### src/rtl/led_matrix_driver.sv
// 8x8 per-square LED matrix driver: time-multiplexes rows through an external
// 3-to-8 decoder with active-low column sinks, double-buffered frames and blink.
module led_matrix_driver #(
  parameter int unsigned DWELL_CYCLES = 1000,
  parameter int unsigned BLANK_CYCLES = 16,
  parameter int unsigned BLINK_FRAMES = 32
) (
  input  logic        clk,
  input  logic        rst_n,
  input  logic        enable,
  input  logic [63:0] frame_data,
  input  logic [63:0] blink_mask,
  input  logic        frame_valid,
  output logic        frame_ready,
  output logic [2:0]  row_addr,
  output logic        row_addr_en,
  output logic [7:0]  col_out,
  output logic        frame_start
);

  localparam int unsigned PHASE_MAX = (DWELL_CYCLES > BLANK_CYCLES) ? DWELL_CYCLES : BLANK_CYCLES;
  localparam int unsigned PW = (PHASE_MAX > 1) ? $clog2(PHASE_MAX) : 1;
  localparam int unsigned FW = (BLINK_FRAMES > 1) ? $clog2(BLINK_FRAMES) : 1;
  localparam logic [PW-1:0] BLANK_LAST = PW'(BLANK_CYCLES - 1);
  localparam logic [PW-1:0] DWELL_LAST = PW'(DWELL_CYCLES - 1);
  localparam logic [FW-1:0] BLINK_LAST = FW'(BLINK_FRAMES - 1);

  typedef enum logic [1:0] {
    IDLE  = 2'd0,
    BLANK = 2'd1,
    DRIVE = 2'd2
  } state_t;

  state_t        state;
  logic [PW-1:0] phase_cnt;
  logic [FW-1:0] frame_cnt;
  logic          blink_phase;
  logic          pending_full;
  logic [63:0]   pending_frame;
  logic [63:0]   pending_blink;
  logic [63:0]   active_frame;
  logic [63:0]   active_blink;

  logic start_scan;
  logic wrap;
  logic row0_entry;

  // Column sinks for one row: lit squares pull low unless blinked off this phase.
  function automatic logic [7:0] row_cols(input logic [2:0]  row,
                                          input logic [63:0] frame,
                                          input logic [63:0] blink,
                                          input logic        phase);
    logic [7:0] lit;
    lit = frame[{row, 3'b000} +: 8] & ~(blink[{row, 3'b000} +: 8] & {8{phase}});
    return ~lit;
  endfunction

  // NOTE: every variable assigned in always_comb gets a value on every path, so no latch is inferred.
  always_comb begin
    start_scan = 1'b0;
    wrap       = 1'b0;
    if (state == IDLE && enable) begin
      start_scan = 1'b1;
    end
    if (state == DRIVE && enable && phase_cnt == DWELL_LAST && row_addr == 3'd7) begin
      wrap = 1'b1;
    end
    row0_entry = start_scan | wrap;
  end

  // NOTE: the frame buffers are plain registers, so they take the async reset like any other state.
  always_ff @(posedge clk or negedge rst_n) begin
    if (!rst_n) begin
      state         <= IDLE;
      phase_cnt     <= '0;
      frame_cnt     <= '0;
      blink_phase   <= 1'b0;
      pending_full  <= 1'b0;
      pending_frame <= '0;
      pending_blink <= '0;
      active_frame  <= '0;
      active_blink  <= '0;
      frame_ready   <= 1'b1;
      row_addr      <= 3'd0;
      row_addr_en   <= 1'b1;
      col_out       <= 8'hFF;
      frame_start   <= 1'b0;
    end else begin
      // NOTE: non-blocking assignments keep every register reading pre-edge values.
      frame_start <= row0_entry;

      // Accept and promote are exclusive: ready is low whenever pending is full.
      if (frame_valid && frame_ready) begin
        pending_frame <= frame_data;
        pending_blink <= blink_mask;
        pending_full  <= 1'b1;
        frame_ready   <= 1'b0;
      end else if (row0_entry && pending_full) begin
        active_frame  <= pending_frame;
        active_blink  <= pending_blink;
        pending_full  <= 1'b0;
        frame_ready   <= 1'b1;
      end

      case (state)
        IDLE: begin
          if (enable) begin
            state     <= BLANK;
            phase_cnt <= '0;
            row_addr  <= 3'd0;
          end
        end

        BLANK: begin
          if (!enable) begin
            state       <= IDLE;
            phase_cnt   <= '0;
            frame_cnt   <= '0;
            row_addr    <= 3'd0;
            row_addr_en <= 1'b1;
            col_out     <= 8'hFF;
          end else if (phase_cnt == BLANK_LAST) begin
            state       <= DRIVE;
            phase_cnt   <= '0;
            row_addr_en <= 1'b0;
            col_out     <= row_cols(row_addr, active_frame, active_blink, blink_phase);
          end else begin
            phase_cnt <= phase_cnt + 1'b1;
          end
        end

        DRIVE: begin
          if (!enable) begin
            state       <= IDLE;
            phase_cnt   <= '0;
            frame_cnt   <= '0;
            row_addr    <= 3'd0;
            row_addr_en <= 1'b1;
            col_out     <= 8'hFF;
          end else if (phase_cnt == DWELL_LAST) begin
            state       <= BLANK;
            phase_cnt   <= '0;
            row_addr    <= row_addr + 3'd1;
            row_addr_en <= 1'b1;
            col_out     <= 8'hFF;
            if (wrap) begin
              if (frame_cnt == BLINK_LAST) begin
                frame_cnt   <= '0;
                blink_phase <= ~blink_phase;
              end else begin
                frame_cnt <= frame_cnt + 1'b1;
              end
            end
          end else begin
            phase_cnt <= phase_cnt + 1'b1;
          end
        end

        default: begin
          state       <= IDLE;
          phase_cnt   <= '0;
          row_addr    <= 3'd0;
          row_addr_en <= 1'b1;
          col_out     <= 8'hFF;
        end
      endcase
    end
  end

endmodule

### config.mk
export PLATFORM = sky130hd
export DESIGN_NAME = led_matrix_driver
export DESIGN_NICKNAME = d
export VERILOG_FILES = /design/src/rtl/led_matrix_driver.sv
export SDC_FILE = /design/constraint.sdc
export NUM_CORES = 1
export LEC_CHECK = 0
export ABC_AREA = 1
export CAP_MARGIN = 40
export CELL_PAD_IN_SITES_DETAIL_PLACEMENT = 0
export CELL_PAD_IN_SITES_GLOBAL_PLACEMENT = 1
export CORE_ASPECT_RATIO = 0.8
export CORE_MARGIN = 2
export CORE_UTILIZATION = 38
export CTS_CLUSTER_SIZE = 24
export DETAILED_ROUTE_END_ITERATION = 10
export PLACE_DENSITY_LB_ADDON = 0.05
export SETUP_SLACK_MARGIN = 0.05
export SLEW_MARGIN = 15
export SYNTH_ARGS = -nofsm -noshare
export SYNTH_HDL_FRONTEND = slang
export SYNTH_SLANG_ARGS = --single-unit
### constraint.sdc
create_clock -name clk -period 1.6 [get_ports clk]
set_input_delay 0.32 -clock clk [delete_from_list [all_inputs] [get_ports clk]]
set_output_delay 0.32 -clock clk [all_outputs]
set_load 0.01 [all_outputs]
==> impl_results.md <==
- Die Area: 36500 µm²
- Violated checks: negative setup slack
- 1st-iter DRT viols: 714
- Mean instance size in the synthesized netlist: 7.83 µm²
- Remaining antenna violation count: 0
- Netlist area before placement: 13300 µm²
- Port-buffer cells: 145
- Endpoint type of the worst setup path: register
- Cell Pwr Density: 1100 nW/µm²
- Worst Max-Slew Pin Slew: 0.396 ns
- Maximum number of pins on one net before global-route repair: 85
- Max-capacitance violation count: 0
- Initial Util: 0.384
- Library cell with the highest instance count after synthesis: sky130_fd_sc_hd__nand2_1
- Sort of element at the start of the critical path: register
- Leakage power: 9.29 nW
- Sequential share of the synthesized area: 0.545
- Total Wirelength: 40300 µm
- Post-Syn Nets: 1837
- WL/cell: 16.9 µm
- Setup repair after global routing missed its margin: yes
- Count of flip-flops with a built-in enable after synthesis: 0
- Weighted congestion reported at the end of routability-driven placement: 0.780
- Fraction of layout instances using a drive strength above 1: 0.155
- Total global-route track usage: 0.210
- Crit-path max cell delay: 0.38 ns
- Clock skew after layout: 0.0148 ns
- Count of H-tree levels built during CTS: 2
- Final hold viol count: 0
- Clk root buf: sky130_fd_sc_hd__clkbuf_16
- Clock-pin slew of the registers on the worst-case setup and hold paths: 0.06 ns
- Total count of max-transition violations in the final report: 0
- Fraction of power consumed by sequential logic: 0.393
- Final setup viols: 143
- Kind of cell adding the most delay to the critical path: simple AND/OR/NAND/NOR gates
- Async SR Flop Fraction: 1.00
- Worst min path class: primary input to async pin
- Most frequently used flop master after synthesis: sky130_fd_sc_hd__dfrtp_1
- Vias: 11.5k
- Highest attainable clock frequency: 559 MHz
- CTS tree: done
- Yosys reg bits: 289
- Design Power: 19.6 mW
- WP data required: 2.01 ns
- Design internal power: 13.9 mW
- Fraction of power consumed by the clock network: 0.397
- Yosys warnings: 0
- Met1 WL: 20600 µm
- I/O Pins: 146
- Cell with the largest stage delay on the worst path: sky130_fd_sc_hd__dfrtp_2
- Combinational group share of total power: 0.210
- Sw Share: 0.288
- Area fraction of the dominant cell type after synthesis: 0.525
- Per-cell via count in the routed design: 4.82
- Number of antenna violations at the first check in global routing: 0
- Latest clock arrival within the worst-skew pair: 0.52 ns
- Result of the run: finished with violations
- Synth area leader: sky130_fd_sc_hd__dfrtp_1
- Fraction of the cycle the final worst path needs: 1.12
- Distinct cell type count after synthesis: 26
- Series of cell instances along the critical path: ha_2 > ha_4 > inv_2 > nor2_4 > nand4_4 > nand2_4 > nand3_4 > buf_12 > buf_16 > nand2_1 > nand2_1
- HPWL Detailed: 25600 µm
- Worst slack, placed: -0.448 ns
- DR WL met2: 17400 µm
- Max Fanout on Critical Path: 29
- Signed area change from the synthesized netlist to the final layout: 34.4%
- Top sig layer: met4
- Total clock buffers created by CTS: 34
- Most prevalent standard cell on the critical path: sky130_fd_sc_hd__nand2_1
- Wire length of the first global-routing pass: 60700 µm
- CP Class: register to register
- Vias in the first global route: 11.3k
- Post-synth top cells: 886 x sky130_fd_sc_hd__nand2_1, 279 x sky130_fd_sc_hd__dfrtp_1, 131 x sky130_fd_sc_hd__nand4_1
- CTS Sinks: 289
- Ranking of synthesized cells by area: sky130_fd_sc_hd__dfrtp_1 53%, sky130_fd_sc_hd__nand2_1 25%, sky130_fd_sc_hd__nand4_1 6.2%, sky130_fd_sc_hd__nand3_1 3.2%, sky130_fd_sc_hd__inv_1 2.4%
- Floorplan core area: 34600 µm²
- Count of TritonRoute iterations in the first routing pass: 4
- Number of cells produced by synthesis: 1696
- Number of cell rows: 61
- Max-slew headroom: 0.736
- Arrival time at the worst endpoint: 2.19 ns
- Wire length on met3: 1690 µm
- Worst setup slack after layout: -0.188 ns
- Number of buffers on the longest clock path: 3
- Final routed DRC violation total: 0
- FILL cells: 3418
- Sw power: 5.63 mW
- Die Y: 171 µm
- Die span in x: 213 µm
- Peak supply drop: 0.719 mV
- Congestion Overflow GR: 0
- Number of diodes added for antenna fixing: 0
- Post-layout net count: 2029
- Critical path buffers and inverters: 3
- Clock period minus final worst setup slack: 1.79 ns
-- timing repair --
action                     CTS  global route
gates resized for setup     76           121
pin swaps                    1            23
gates cloned                 0            17
setup endpoints to repair  173           198
hold buffers                 1             0
hold endpoints to repair   136             0
setup buffers                2             9
-- cell usage in the layout (no fill, tap or decap), types with 8 or more instances in the layout --
| cell type | count |
|---|---|
| sky130_fd_sc_hd__nand2_1 | 836 |
| sky130_fd_sc_hd__clkbuf_8 | 10 |
| sky130_fd_sc_hd__a21oi_1 | 8 |
| sky130_fd_sc_hd__inv_1 | 75 |
| sky130_fd_sc_hd__buf_6 | 10 |
| sky130_fd_sc_hd__clkdlybuf4s50_1 | 130 |
| sky130_fd_sc_hd__nand2_2 | 32 |
| sky130_fd_sc_hd__nor2_1 | 44 |
| sky130_fd_sc_hd__dfstp_2 | 10 |
| sky130_fd_sc_hd__buf_12 | 24 |
| sky130_fd_sc_hd__nor2_2 | 11 |
| sky130_fd_sc_hd__buf_2 | 13 |
| sky130_fd_sc_hd__nand4_1 | 131 |
| sky130_fd_sc_hd__nand3_1 | 83 |
| sky130_fd_sc_hd__dfrtp_1 | 276 |
| sky130_fd_sc_hd__buf_4 | 65 |
| sky130_fd_sc_hd__nand2_4 | 20 |
| sky130_fd_sc_hd__clkbuf_16 | 49 |
| sky130_fd_sc_hd__o21ai_0 | 13 |
-- per-layer routing --
layer / up-vias / GRT usage
li1: 5743 / -
met1: 5507 / 0.325
met2: 189 / 0.310
met3: 40 / 0.0290
met4: 0 / 0.0438
met5: - / 0
-- through the flow --
stage          hold WS, ns  TNS (ns)   util  area (µm²)  instances
6_report             0.256    -21.86  0.517       17900       2383
3_3_place_gp         0.194    -61.85  0.457       15800       2296
3_5_place_dp         0.196    -68.28  0.457       15800       2296
5_1_grt              0.262    -35.11  0.517       17900       2383
4_1_cts              0.254    -20.38  0.491       17000       2358
2_1_floorplan       0.0244     -8.53      -       13300       1696
-- power groups by stage --
stage                     Combinational [mW]  Clock, mW  Sequential (mW)
after floorplan                         1.61          0             7.87
after global placement                  3.34          0             7.81
after detailed placement                3.36          0             7.82
after CTS                               3.32       7.95             7.69
after global routing                    4.47       8.27             7.71
final                                   4.10       7.77             7.69
-- worst reg2reg max path, stage by stage (launching register included) --
cell                      delay [ns]
sky130_fd_sc_hd__dfrtp_2        0.38
sky130_fd_sc_hd__ha_2           0.20
sky130_fd_sc_hd__ha_4           0.13
sky130_fd_sc_hd__inv_2          0.04
sky130_fd_sc_hd__nor2_4         0.11
sky130_fd_sc_hd__nand4_4        0.10
sky130_fd_sc_hd__nand2_4        0.15
sky130_fd_sc_hd__nand3_4        0.11
sky130_fd_sc_hd__buf_12         0.18
sky130_fd_sc_hd__buf_16         0.17
sky130_fd_sc_hd__nand2_1        0.09
sky130_fd_sc_hd__nand2_1        0.05
-- sequential cells by signal, indices dropped and copies added (netlist names), 2 cells and up --
signal         count
active_blink      64
active_frame      64
col_out            8
frame_cnt          5
pending_blink     64
pending_frame     64
phase_cnt         10
row_addr           3
state              2
-- worst paths after layout --
check                                             startpoint                            end  slack, ns  depth (start not counted)
worst max-delay path                 row_addr[0]$_DFFE_PN0P_   active_blink[40]$_DFFE_PN0P_      -0.19                         11
worst min-delay path                                   rst_n   active_frame[20]$_DFFE_PN0P_       0.26                          2
worst max register to register       row_addr[0]$_DFFE_PN0P_   active_blink[40]$_DFFE_PN0P_      -0.19                         11
worst min register to register  active_blink[31]$_DFFE_PN0P_   active_blink[31]$_DFFE_PN0P_       0.47                          2
max in group asynchronous                              rst_n   active_blink[45]$_DFFE_PN0P_       0.60                          4
min in group clk                              frame_data[22]  pending_frame[22]$_DFFE_PN0P_       0.33                          3
-- area by class of cell --
type                            count  area, µm²  share of cell area
Tap cell                          472        591              0.0331
Timing Repair Buffer              266       2990               0.167
Inverter                           85        347              0.0194
Multi-Input combinational cell   1212       5560               0.311
Sequential cell                   289       7250               0.406
Clock buffer                       48       1020              0.0574
Clock inverter                     11       96.3             0.00539
-- kinds of logic after synthesis --
| kind of cell | synth area share |
|---|---|
| AND/OR/NAND/NOR | 0.366 |
| flip-flops | 0.545 |
| buffers and inverters | 0.0661 |
| AO/OA/AOI/OAI | 0.00961 |
| adder cells (fa/ha/maj) | 0.00847 |
| XOR/XNOR | 0.00461 |
Power figures use the tool's default switching activity.
